===== src/rtl/demux_router.sv =====
// 1:2 stream router: each word goes to the first or second channel FIFO chosen by inSel.
// Optional DEMUX_STATS_EN adds per-channel 8-bit accepted-push counters (firstCount/secondCount).
module demux_router #(
  parameter int unsigned WIDTH = 8,
  parameter int unsigned DEPTH = 4
) (
  input  logic             clk,
  input  logic             resetN,
  input  logic [WIDTH-1:0] inData,
  input  logic             inSel,
  input  logic             inValid,
  output logic             inReady,
`ifdef DEMUX_STATS_EN
  output logic [7:0]       firstCount,
  output logic [7:0]       secondCount,
`endif
  output logic [WIDTH-1:0] firstData,
  output logic             firstValid,
  input  logic             firstReady,
  output logic [WIDTH-1:0] secondData,
  output logic             secondValid,
  input  logic             secondReady
);

  localparam int unsigned AW = (DEPTH > 1) ? $clog2(DEPTH) : 1;
  localparam int unsigned CW = $clog2(DEPTH + 1);

  logic [1:0]       full;
  logic [1:0]       head_valid;
  logic [WIDTH-1:0] head_data [2];
  logic [1:0]       out_ready;
`ifdef DEMUX_STATS_EN
  logic [7:0]       stat_cnt [2];
`endif

  assign out_ready = {secondReady, firstReady};

  // Full is taken from registered occupancy only, so a same-cycle pop never frees a slot.
  assign inReady = !full[inSel];

  for (genvar ch = 0; ch < 2; ch++) begin : g_ch
    logic [WIDTH-1:0] mem [DEPTH];
    logic [AW-1:0]    wr_ptr;
    logic [AW-1:0]    rd_ptr;
    logic [CW-1:0]    occ;
    logic             push;
    logic             pop;

    assign full[ch]       = (occ == CW'(DEPTH));
    assign head_valid[ch] = (occ != '0);
    assign head_data[ch]  = head_valid[ch] ? mem[rd_ptr] : '0;
    assign push           = inValid && !full[ch] && (inSel == 1'(ch));
    assign pop            = head_valid[ch] && out_ready[ch];

    // Pointers wrap naturally since DEPTH is a power of two.
    always_ff @(posedge clk) begin
      if (!resetN) begin
        wr_ptr <= '0;
        rd_ptr <= '0;
        occ    <= '0;
      end else begin
        if (push) wr_ptr <= wr_ptr + AW'(1);
        if (pop)  rd_ptr <= rd_ptr + AW'(1);
        occ <= occ + CW'(push) - CW'(pop);
      end
    end

    // Storage needs no reset: head_data is gated by occupancy.
    always_ff @(posedge clk) begin
      if (resetN && push) mem[wr_ptr] <= inData;
    end

`ifdef DEMUX_STATS_EN
    logic [7:0] stat;
    always_ff @(posedge clk) begin
      if (!resetN)   stat <= '0;
      else if (push) stat <= stat + 8'(1);
    end
    assign stat_cnt[ch] = stat;
`endif
  end

  assign firstData   = head_data[0];
  assign firstValid  = head_valid[0];
  assign secondData  = head_data[1];
  assign secondValid = head_valid[1];
`ifdef DEMUX_STATS_EN
  assign firstCount  = stat_cnt[0];
  assign secondCount = stat_cnt[1];
`endif

endmodule

===== config.mk =====
export PLATFORM = sky130hd
export DESIGN_NAME = demux_router
export DESIGN_NICKNAME = d
export VERILOG_FILES = /design/src/rtl/demux_router.sv
export SDC_FILE = /design/constraint.sdc
export NUM_CORES = 1
export LEC_CHECK = 0
export CAP_MARGIN = 20
export CELL_PAD_IN_SITES_DETAIL_PLACEMENT = 0
export CELL_PAD_IN_SITES_GLOBAL_PLACEMENT = 1
export CORE_MARGIN = 3
export CORE_UTILIZATION = 54
export CTS_BUF_LIST = sky130_fd_sc_hd__clkbuf_8
export CTS_CLUSTER_DIAMETER = 150
export CTS_CLUSTER_SIZE = 30
export DETAILED_ROUTE_END_ITERATION = 8
export PLACE_DENSITY_LB_ADDON = 0.1
export SLEW_MARGIN = 10
export SYNTH_ARGS = -nofsm -noshare
export SYNTH_HDL_FRONTEND = slang
export SYNTH_SLANG_ARGS = --single-unit

===== constraint.sdc =====
create_clock -name clk -period 5.2 [get_ports clk]
set_clock_uncertainty 0.15 [all_clocks]
set_input_delay 0.52 -clock clk [delete_from_list [all_inputs] [get_ports clk]]
set_output_delay 0.52 -clock clk [all_outputs]
set_load 0.1 [all_outputs]

# Yosys cells after proc, flatten, opt, wreduce, memory -nomap -nowiden

Memories as Yosys holds them, arrays and structs flattened. A register that Yosys moved wholly into a read port is not among the register bits.
Cells that the tools add are included.

Add/sub/neg operators: 8
Magnitude comparators: 1
Eq/ne operators: 2
Muxes and demuxes: 12
Bitwise gates (word level): 1
Reductions and logical operators: 13

Operator list:

| operator            | count |
|---|---|
| $mux 8              | 2 |
| $add 2x1->2 const B | 4 |
| $logic_and 1x1->1   | 8 |
| $mux 2              | 4 |
| $add 3x1->3         | 2 |
| $eq 3x3->1 const B  | 2 |
| $mux 1              | 6 |
| $reduce_bool 3->1   | 2 |
| $sub 3x1->3         | 2 |
| $logic_not 1->1     | 3 |
| $lt 1x2->1 const B  | 1 |
| $not 1->1           | 1 |

Register bits after elaboration: 14
RAM bits: 64
Input port bits: 14
Output and inout port bits: 19
Word-level logic and storage cells: 45
Memories kept: 2

Memory list:

| name        | depth | bits a word | rd ports | clocked after memory_dff | wr ports | RTL line | text |
|---|---|---|---|---|---|---|---|
| g_ch[0].mem | 4     | 8           | 1        | 1                        | 1        | 42       | `logic [WIDTH-1:0] mem [DEPTH];` |
| g_ch[1].mem | 4     | 8           | 1        | 1                        | 1        | 42       |  |

# Logic depth before layout (Yosys ltp)

Depth after elaboration: 7
Gate-level depth with buffers: 11
Mapped depth without buffers: 11

# Worst setup path before layout

Ideal clock, no wire load.

Kind: flip-flop to output port
Start: reg (tool-made name)
End: out firstData[0]
Data arrival time: 2.151 ns
Data required time: 4.530 ns
Setup slack: 2.379 ns
Cell stages (with the launch flop): 4
Path buffers: 1
Path through: dfxtp_1 buf_2 mux4_2 nor2b_1

RTL lines:

| item             | RTL line | text |
|---|---|---|
| end: declaration | 17       | `output logic [WIDTH-1:0] firstData,` |

==> flow_metrics.env <==
export IMPL_met1_usage_pct=20.9
export IMPL_worst_pin_slew_ns=0.973
export IMPL_slew_headroom_pct=34.9
export IMPL_cts_sinks=82
export IMPL_ys_seq_area_share_pct=66.7
export IMPL_endpoint_kind="output port"
export IMPL_cp_max_fo=8
export IMPL_yosysUniqueCellTypes=25
export IMPL_htree_num_levels=3
export IMPL_finalSetupViolCount=0
export IMPL_nets=271
export IMPL_cts_root_buf="clkbuf_8"
export IMPL_chipHeight_um=85.6
export IMPL_grt_use_met3_pct=2.98
export IMPL_path_cells="mux4_2 -> nor2b_1 -> clkdlybuf4s50_1"
export IMPL_avgSynthCellArea_um2=16.5
export IMPL_clk_latency_ns=0.33
export IMPL_grt_pass1_wl_mm=9.34
export IMPL_hp_class="reg2reg"
export IMPL_crit_path_max_incr_delay_ns=1.00
export IMPL_via_per_inst=5.45
export IMPL_syn_area_um2=3420
export IMPL_tritoncts="yes"
export IMPL_synth_seq_cells=82
export IMPL_finalCritPeriodShare_pct=65.4
export IMPL_hold_viol=0
export IMPL_tns_ns=0
export IMPL_syn_to_final_growth_pct=16.7
export IMPL_required_ns=4.53
export IMPL_start_util_pct=56.8
export IMPL_antennaDiodeCount=0
export IMPL_drc=0
export IMPL_hold_slack_ns=0.349
export IMPL_cts_setup_buffers=0
export IMPL_syn_inst=208
export IMPL_grt_busiest_layer="met2"
export IMPL_ys_warn_count=0
export IMPL_overflow=0
export IMPL_core_area_um2=6030
export IMPL_clkTransAtPathRegs_ns=0.08
export IMPL_use_met2_pct=29.4
export IMPL_antenna_found_initial=0
export IMPL_drive_gt1_share_pct=14.9
export IMPL_wl_per_cell_um=17.2
export IMPL_port_buffers=32
export IMPL_timing_worst_setup_path_type="reg2out"
export IMPL_critPathBufInv=1
export IMPL_grt_usage_pct=17.1
export IMPL_critPathSlowestCell="clkdlybuf4s50_1"
export IMPL_dieArea_um2=7330
export IMPL_routed_wl_mm=5.56
export IMPL_antenna_left=0
export IMPL_final_max_slew_violation_count=0
export IMPL_ctsHoldBuffers=0
export IMPL_cp_top_family="buffers and inverters"
export IMPL_grt_max_degree=22
export IMPL_numCtsBuffers=9
export IMPL_status="finished, final reports clean"
export IMPL_clock_path_buffers=2
export IMPL_drt_pass1_iter_count=4
export IMPL_row_count=28
export IMPL_rsz0062_at_grt="false"
export IMPL_drt_iter0_drc=77
export IMPL_fp_dieW_um=85.6
export IMPL_grt_pass1_vias=1930
export IMPL_period_needed_ns=3.40
export IMPL_synth_nets=236
export IMPL_ios=33
export IMPL_crit_arrival_ns=2.73
export IMPL_cap_violations=0
export IMPL_finalWeightedCongestion=0.730
export IMPL_max_freq_ghz=0.294
export IMPL_start_kind="register"
export IMPL_fin_area_um2=3990
export IMPL_post_cts_resized=0
export IMPL_dpl_hpwl_mm=3.92
export IMPL_vias=1761
export IMPL_placed_cell_area_um2=3800
[tightest hold or removal path: cells and delay by family, from the launching register on]
kind           cells  cell delay (ns)
flip-flops         1             0.31
AO/OA/AOI/OAI      2             0.13
[registers in the layout (all words and copies together) (netlist names), named ones only]
name and count:
g_ch.mem 64, g_ch.rd_ptr 4, g_ch.wr_ptr 4, g_ch.occ 6
[per-layer routing]
metal,up-vias,share of wire [%]
li1,825,-
met1,887,41
met2,36,53
met3,13,3.6
met4,0,2.1
met5,-,0
[area by class of cell]
type,count,area (um2)
Tap cell,75,93.8
Timing Repair Buffer,32,320
Fill cell,407,2030
Inverter,13,48.8
Clock buffer,9,124
Multi-Input combinational cell,105,1050
Sequential cell,82,2280
Clock inverter,7,68.8
[path summary, 6_finish.rpt]
| kind | start | endpoint | slack, ns | cells past startpoint |
|---|---|---|---|---|
| worst max-delay path | register | secondData[5] | 1.80 | 3 |
| worst min-delay path | g_ch[1].rd_ptr[1] | g_ch[1].rd_ptr[1] | 0.35 | 2 |
| worst max register to register | g_ch[0].occ[1] | g_ch[0].occ[2] | 2.30 | 9 |
| worst min register to register | g_ch[1].rd_ptr[1] | g_ch[1].rd_ptr[1] | 0.35 | 2 |
[cells by family after synthesis]
group | share of synthesized area (%)
xor+xnor | 1.02
fa+ha+maj | 5.56
compound gates | 1.32
mux | 12.0
buf+inv | 2.49
flops | 66.7
simple gates | 10.9
[through the flow]
step | std cells | setup WS (ns) | util (%)
global route | 323 | 1.64 | 66.3
floorplan | 208 | 2.38 | -
detailed placement | 307 | 2.08 | 63.1
finish | 323 | 1.80 | 66.3
global placement | 307 | 2.11 | 63.1
CTS | 323 | 1.73 | 66.3
[layout by cell type, fill, tap and decap left out, drive strengths merged]
master and count:
inv 14, mux4 16, and2 13, xnor2 3, or3 2, nor3b 4
a21boi 2, nor2b 19, nand4bb 2, bufinv 1, nand2 13, fa 2
nor3 3, clkinvlp 1, or3b 1, edfxtp 64, mux2i 5, and3 1
clkbuf 9, clkinv 4, clkdlybuf4s50 32, o21ai 6, ha 12, dfxtp 18
xor2 1
[cell usage after synthesis]
library cell	number	share of area, %
nand2_1	13	1.4
mux4_2	16	11
nor3b_1	1	0.22
ha_1	12	4.4
xnor2_1	3	0.77
o21ai_1	4	0.59
or3_1	2	0.37
nor3b_2	3	1.1
clkbuf_1	3	0.33
and3_4	1	0.33
or3b_1	1	0.26
a21boi_1	2	0.44
xor2_1	1	0.26
inv_1	13	1.4
and2_1	13	2.4
nor2b_1	19	3.5
edfxtp_1	64	56
fa_1	2	1.2
mux2i_1	5	1.5
nor3_2	2	0.59
buf_2	5	0.73
o21ai_0	2	0.29
nand4bb_1	2	0.66
dfxtp_1	18	11
nor3_1	1	0.15
Power is left out: the tool's default activity adds up to more than one toggle a clock period on the data nets, which glitch-free logic cannot reach.
